### src/rtl/au8_seq_pkg.sv
// Shared definitions for the AU8 operand-entry sequencer: state encoding and
// settle-counter width.
package au8_seq_pkg;

    localparam int CNT_W = 4;

    typedef enum logic [2:0] {
        S_IDLE   = 3'd0,
        S_LOAD_A = 3'd1,
        S_WAIT_B = 3'd2,
        S_LOAD_B = 3'd3,
        S_SETTLE = 3'd4,
        S_LATCH  = 3'd5,
        S_DONE   = 3'd6,
        S_CLEAR  = 3'd7
    } seq_state_t;

    // Settle-counter preload: it counts down to zero, so SETTLE lasts n cycles.
    function automatic logic [CNT_W-1:0] settle_load(input int n);
        return CNT_W'(n - 1);
    endfunction

endpackage

### src/rtl/au8_sequencer_rise_detect.sv
// Rising-edge detector for a synchronous level; the delayed copy resets to
// RST_VAL so a level already high at reset release can be masked.
module rise_detect #(
    parameter logic RST_VAL = 1'b0
) (
    input  logic clk,
    input  logic rst_n,
    input  logic din,
    output logic rise
);

    logic din_q;

    always_ff @(posedge clk or negedge rst_n) begin
        if (!rst_n) din_q <= RST_VAL;
        else        din_q <= din;
    end

    assign rise = din & ~din_q;

endmodule

### src/rtl/au8_sequencer.sv
// Operand-entry sequencer for the 8-bit arithmetic unit: strobes A, B and the
// result register from user "enter" edges, with a settle gap before latching.
//
//   state    | meaning
//   ---------+-------------------------------------------------
//   IDLE     | waiting for the first enter edge
//   LOAD_A   | ld_a strobe
//   WAIT_B   | waiting for the B-entry edge (op sampled here)
//   LOAD_B   | ld_b strobe
//   SETTLE   | adder settling, SETTLE_CYC cycles
//   LATCH    | ld_r strobe, flags captured on exit
//   DONE     | result valid; next edge starts a new A entry
//   CLEAR    | au_clr pulse after abort, then IDLE
module au8_sequencer
    import au8_seq_pkg::*;
#(
    parameter int SETTLE_CYC = 2
) (
    input  logic       CLK,
    input  logic       CLR,
    input  logic       enter,
    input  logic       op,
    input  logic       abort,
    input  logic [3:0] ccout,
    output logic       ld_a,
    output logic       ld_b,
    output logic       ld_r,
    output logic       au_clr,
    output logic       add_sub,
    output logic       busy,
    output logic       done,
    output logic [3:0] flags
);

    seq_state_t       state;
    logic [CNT_W-1:0] cnt;
    logic             enter_rise;

    // enter_q resets high so a held key across reset release is not a command.
    rise_detect #(.RST_VAL(1'b1)) u_rise (
        .clk   (CLK),
        .rst_n (CLR),
        .din   (enter),
        .rise  (enter_rise)
    );

    // Outputs are assigned alongside the state they belong to, so they are
    // registered and valid for exactly the cycles spent in that state.
    always_ff @(posedge CLK or negedge CLR) begin
        if (!CLR) begin
            state   <= S_IDLE;
            cnt     <= '0;
            ld_a    <= 1'b0;
            ld_b    <= 1'b0;
            ld_r    <= 1'b0;
            au_clr  <= 1'b0;
            add_sub <= 1'b0;
            busy    <= 1'b0;
            done    <= 1'b0;
            flags   <= 4'h0;
        end else begin
            ld_a   <= 1'b0;
            ld_b   <= 1'b0;
            ld_r   <= 1'b0;
            au_clr <= 1'b0;
            busy   <= 1'b0;
            done   <= 1'b0;
            if (abort && state != S_CLEAR) begin
                state  <= S_CLEAR;
                au_clr <= 1'b1;
                busy   <= 1'b1;
                flags  <= 4'h0;
            end else begin
                unique case (state)
                    S_IDLE: begin
                        if (enter_rise) begin
                            state <= S_LOAD_A;
                            ld_a  <= 1'b1;
                            busy  <= 1'b1;
                        end
                    end
                    S_LOAD_A: state <= S_WAIT_B;
                    S_WAIT_B: begin
                        if (enter_rise) begin
                            state   <= S_LOAD_B;
                            ld_b    <= 1'b1;
                            busy    <= 1'b1;
                            add_sub <= op;
                        end
                    end
                    S_LOAD_B: begin
                        busy <= 1'b1;
                        if (SETTLE_CYC == 0) begin
                            state <= S_LATCH;
                            ld_r  <= 1'b1;
                        end else begin
                            state <= S_SETTLE;
                            cnt   <= settle_load(SETTLE_CYC);
                        end
                    end
                    S_SETTLE: begin
                        busy <= 1'b1;
                        if (cnt == '0) begin
                            state <= S_LATCH;
                            ld_r  <= 1'b1;
                        end else begin
                            cnt <= cnt - 1'b1;
                        end
                    end
                    S_LATCH: begin
                        state <= S_DONE;
                        done  <= 1'b1;
                        flags <= ccout;
                    end
                    S_DONE: begin
                        if (enter_rise) begin
                            state <= S_LOAD_A;
                            ld_a  <= 1'b1;
                            busy  <= 1'b1;
                        end else begin
                            done <= 1'b1;
                        end
                    end
                    S_CLEAR: state <= S_IDLE;
                    default: state <= S_IDLE;
                endcase
            end
        end
    end

endmodule

### config.mk
export PLATFORM = sky130hd
export DESIGN_NAME = au8_sequencer
export DESIGN_NICKNAME = d
export VERILOG_FILES = /design/src/rtl/au8_seq_pkg.sv /design/src/rtl/au8_sequencer_rise_detect.sv /design/src/rtl/au8_sequencer.sv
export SDC_FILE = /design/constraint.sdc
export NUM_CORES = 1
export LEC_CHECK = 0
export ABC_AREA = 1
export CAP_MARGIN = 15
export CORE_MARGIN = 1.5
export CORE_UTILIZATION = 45
export DETAILED_ROUTE_END_ITERATION = 10
export PLACE_DENSITY_LB_ADDON = 0.25
export SYNTH_ARGS = -nofsm -noshare
export SYNTH_HDL_FRONTEND = slang
export SYNTH_SLANG_ARGS = --single-unit
### constraint.sdc
create_clock -name CLK -period 1.9 [get_ports CLK]
set_clock_uncertainty 0.15 [all_clocks]
set_input_delay 0.38 -clock CLK [delete_from_list [all_inputs] [get_ports CLK]]
set_output_delay 0.38 -clock CLK [all_outputs]
set_load 0.02 [all_outputs]
**Word-level counts from Yosys, hierarchy flattened**

Cells that the tools add are included.

- Register bits: 19
- Latch bits: 0
- RAM bits: 0
- Bits in read-only memories: 0
- Input port bits: 9
- Output and inout bits: 11
- Logic and storage cells: 61
- Memories kept: 0

- Add/sub/neg operators: 1
- Multipliers: 0
- Div/mod/pow operators: 0
- $lt $le $gt $ge: 0
- Equality and inequality tests: 12
- Shifts and indexed selects: 0
- Mux-type cells: 23
- Bitwise gates (word level): 3
- Reduce and logical (&&, ||, !) cells: 11

Operators by type and width:

| operator | count |
|---|---|
| $pmux 3 s7 | 1 |
| $eq 3x3->1 const B | 4 |
| $mux 1 | 12 |
| $mux 3 | 4 |
| $mux 4 | 3 |
| $ne 3x3->1 const B | 3 |
| $reduce_and 3->1 | 3 |
| $pmux 4 s2 | 1 |
| $eq 3x2->1 const B | 2 |
| $logic_not 4->1 | 1 |
| $pmux 1 s2 | 2 |
| $reduce_bool 2->1 | 2 |
| $reduce_or 2->1 | 2 |
| $sub 4x1->4 const B | 1 |
| $eq 3x1->1 const B | 1 |
| $logic_not 3->1 | 1 |
| $ne 3x1->1 const B | 1 |
| $reduce_or 3->1 | 1 |
| $ne 2x2->1 const B | 1 |
| $not 1->1 | 2 |
| $and 1x1->1 | 1 |
| $logic_and 1x1->1 | 1 |

**Longest topological paths before layout**

- Depth in word-level cells: 5
- Mapped depth: 8
- Mapped depth without buffers: 8

**Cells and area by module**

From an unflattened synthesis, not the netlist that was laid out.

- Cell total of the unflattened synthesis: 103
- Area, all modules: 863.3 µm²

By module, submodules not included:

| module | instances | cells an instance | area each (µm²) | seq. area each (µm²) |
|---|---|---|---|---|
| au8_sequencer | 1 | 100 | 827.0 | 450.4 |
| rise_detect | 1 | 3 | 36.3 | 26.3 |

**Worst setup path after synthesis**

No wires, ideal clock.

- Kind: register to register
- From: register cnt[0]
- To: register state[1]
- Setup time: 0.128 ns
- Arrival time: 1.023 ns
- Required time: 1.622 ns
- Path slack: 0.598 ns
- Cell stages (with the launch flop): 8
- Path buffers: 0
- Clock period less this slack: 1.302 ns
- Cell sequence: dfrtp_1 -> inv_1 -> ha_1 -> nand3_1 -> nand2_1 -> nand2_1 -> nand2_1 -> nand3_1

- Word-level cells in the longest chain between the ends: 3

RTL lines:

| element | RTL line | source |
|---|---|---|
| start, declared | au8_sequencer.sv:36 | `logic [CNT_W-1:0] cnt;` |
| start signal, assigned | au8_sequencer.sv:98 | `cnt <= settle_load(SETTLE_CYC);` |
| start signal, assigned | au8_sequencer.sv:107 | `cnt <= cnt - 1'b1;` |
| $logic_not 4->1 | au8_sequencer.sv:103 | `if (cnt == '0) begin` |
| $ne 3x3->1 (no line) | - |  |
| $reduce_and 3->1 (no line) | - |  |
| end signal, assigned | au8_sequencer.sv:104 | `state <= S_LATCH;` |
| end signal, assigned | au8_sequencer.sv:111 | `state <= S_DONE;` |
| end signal, assigned | au8_sequencer.sv:117 | `state <= S_LOAD_A;` |
| end, declared | au8_sequencer.sv:35 | `seq_state_t state;` |

No other way between the ends.
A chain may end at the register's enable or synchronous reset.

**Worst setup path in the final report**

- From: register add_sub
- To: output add_sub

RTL lines:

| element | RTL line | source |
|---|---|---|
| start, declared | au8_sequencer.sv:29 | `output logic add_sub,` |
| start signal, assigned | au8_sequencer.sv:88 | `add_sub <= op;` |

No word-level cell between the ends.

==> key figures <==
Layout
  • Filler cell count: around 170
  • Seq. cell area: approximately 480 sq um
  • Nets: roughly 140
  • Share of cells above drive strength 1: 7.874%
  • N_diodes: 0
  • Multi-input logic area: 335.3 sq um
  • Area grow syn2layout: 29.65%

Drt
  • Drt pass-1 iters: 4
  • Via count: 737
  • Via-to-Cell Ratio: ~4.8
  • DR iter-0 viols: 14
  • WL per Instance: 11.20 um
  • Routed wire length: 1703 um
  • DRT antenna net count: 0
  • DRC Markers: 0

Clocking
  • H-Tree Depth: 1
  • CTS tree: done
  • Clock buffer depth: 2
  • Cts hold-fix bufs: 0
  • Clock Sinks: 19
  • Root Buffer: clkbuf_4
  • Post-cts sizing count: 0
  • CTS buffer count: 3
  • CTS clk-pin slew, worst paths: around 0.10 ns
  • Post-CTS setup buffer count: 0
  • Clock Latency Late Sink: 0.29 ns

Worst setup path
  • Slowest cell on crit path: clkdlybuf4s50_1
  • Buf+Inv Stages, Crit Path: 1
  • Slowest stage delay, CP: 0.61 ns
  • Crit Path Class: register to output pin
  • Critical Path RT: about 1.4 ns
  • Type of origin of the critical path: register
  • Crit path max fanout: 2
  • Crit-path cells: clkdlybuf4s50_1
  • Element type at the critical path end: output pin
  • Largest delay contributor family on the critical path: buffers and inverters
  • Data arrival time of the critical path: 1.26 ns

STA
  • RSZ-0062 raised after global routing: no
  • Minimum clock period: roughly 1.8 ns
  • Slew @ Worst Pin: 0.2805 ns
  • Worst hold slack: between 0.2 and 0.25 ns
  • Final setup viols: 0
  • Final setup margin: 0.1079 ns
  • Pins Over Slew Limit: 0
  • Count of final hold-check violations: 0
  • Highest clock rate: 0.5580 GHz
  • Slew HR: 81.25%
  • Setup TNS: 0 ns
  • Fin crit share: 94.32%

GRT
  • First-pass GRT wire length: 2697 um
  • Pin count of the biggest net entering global routing: 20
  • M1 GR Usage: 22.58%
  • Grt met2 use: 29.17%
  • Busiest grt layer: met2
  • Total global-route track usage: between 10% and 20%
  • Vias in the first global route: 664
  • Met3 Track Usage GR: 2.308%
  • Gr ovfl total: 0
  • Initial antenna violation count: 0

Place
  • DP Wirelength: between 1000 and 1500 um
  • GPL Wtd Cong: slightly above 0.8
  • Worst Setup Slack post-DPL: between 0.1 and 0.15 ns
  • PortBufs: 19

Synth
  • Prevailing post-synth register cell: dfrtp_1
  • Syn Area/Cell: 8.358 sq um
  • Mapped Nets: 113
  • Async SR Flop Fraction: 100.0%
  • Count of yosys warnings during synthesis: 0
  • Post-synth top area share: 52.33%
  • Cells after synthesis: 103
  • Area leader, netlist: dfrtp_1
  • Yosys cell types: 15
  • #FFs+latches synth: 19
  • Area contributors post-synth: dfrtp_1 (52%), nand2_1 (14%), nand3_1 (7.0%), inv_1 (4.8%), a21oi_1 (4.1%)
  • Register area share after synthesis: between 50% and 60%
  • Post-Syn Area: 860.8 sq um
  • Post-synth EDFFs: 0

Floorplanning
  • Initial core utilization: 48.79%
  • Die width: approximately 47 um
  • Ports: 20
  • Row Count: 15
  • Die Y: 46.74 um
  • Total die area: 2184 sq um
  • Core area: 1764 sq um

Run status
  • Status: finished clean

Hold path
  • Hold Path Class: primary input to asynchronous set/reset pin

Job
  • MaxCap Viol Count: 0

Power and ir drop
  • Power Density: 1493 nW/um^2
  • Max IR drop VDD: 0.0007897 V
  • Pleak: 0.5328 nW
-- final timing paths --
| check | slack [ns] | endpoint | start | cells after the start |
|---|---|---|---|---|
| worst max-delay path | 0.11 | add_sub | add_sub | 1 |
| worst min-delay path | 0.24 | cnt[3] | CLR | 2 |
| worst max register to register | 0.42 | state[0] | cnt[0] | 6 |
| worst min register to register | 0.34 | add_sub | add_sub | 2 |
| max in group asynchronous | 1.10 | u_rise.din_q | CLR | 2 |
| min in group CLK | 0.34 | add_sub | add_sub | 2 |
-- synthesized netlist by cell type (2+ instances only) --
cell type / instances
dfrtp_1: 18
a21oi_1: 7
inv_1: 11
o21ai_0: 7
nand3_1: 12
inv_2: 2
nor2_1: 6
nand2_1: 33
-- cells by family after synthesis --
logic type | Yosys count | synth area share (%)
buf+inv | 13 | 5.669
simple gates | 54 | 26.45
compound gates | 15 | 10.03
flops | 19 | 55.38
fa+ha+maj | 1 | 1.453
xor+xnor | 1 | 1.018
-- registers in the layout, indices dropped and copies added (netlist names) --
signal and count:
state 3, ld_b 1, done 1, cnt 4
au_clr 1, busy 1, ld_a 1, add_sub 1
ld_r 1, u_rise.din_q 1, flags 4
-- through the flow --
stage	cell area, sq um	total power, mW	std cells	util (%)
3_5_place_dp	1090	1.476	148	61.77
2_1_floorplan	860.8	1.182	103	-
3_3_place_gp	1090	1.441	148	61.77
4_1_cts	1116	1.676	152	63.26
6_report	1116	1.666	152	63.26
5_1_grt	1116	1.795	152	63.26
-- layout by cell type (no fill, tap or decap) --
cell             instances
nor2_1                   6
inv_2                    2
xnor2_1                  1
clkbuf_4                 3
clkbuf_1                 1
nand3_2                  1
ha_1                     1
a21oi_1                  7
nand3_1                 12
buf_4                    1
dfrtp_1                 18
o21ai_4                  1
nor2_2                   1
nand2_1                 33
dfstp_2                  1
nor3_1                   1
clkdlybuf4s50_1         19
inv_1                   11
o21ai_0                  7
-- area by class of cell --
type                            instances  area share, %
Timing Repair Buffer                   20          17.71
Clock buffer                            4          2.354
Inverter                               13          4.372
Multi-Input combinational cell         71          30.04
Sequential cell                        19          42.71
Tap cell                               25          2.803
-- report_power, final --
| part | total (mW) | switching (mW) | internal [mW] |
|---|---|---|---|
| Sequential | 0.652 | 0.110 | 0.542 |
| Clock | 0.200 | 0.118 | 0.0818 |
| Combinational | 0.815 | 0.485 | 0.330 |
| Total | 1.67 | 0.712 | 0.954 |
-- layer usage --
metal,wire [um],share of wire (%)
met5,0,0
met4,30,1.8
met3,76,4.5
met2,820,48
met1,775,46
Note: power is estimated with default switching activity, not from simulation.
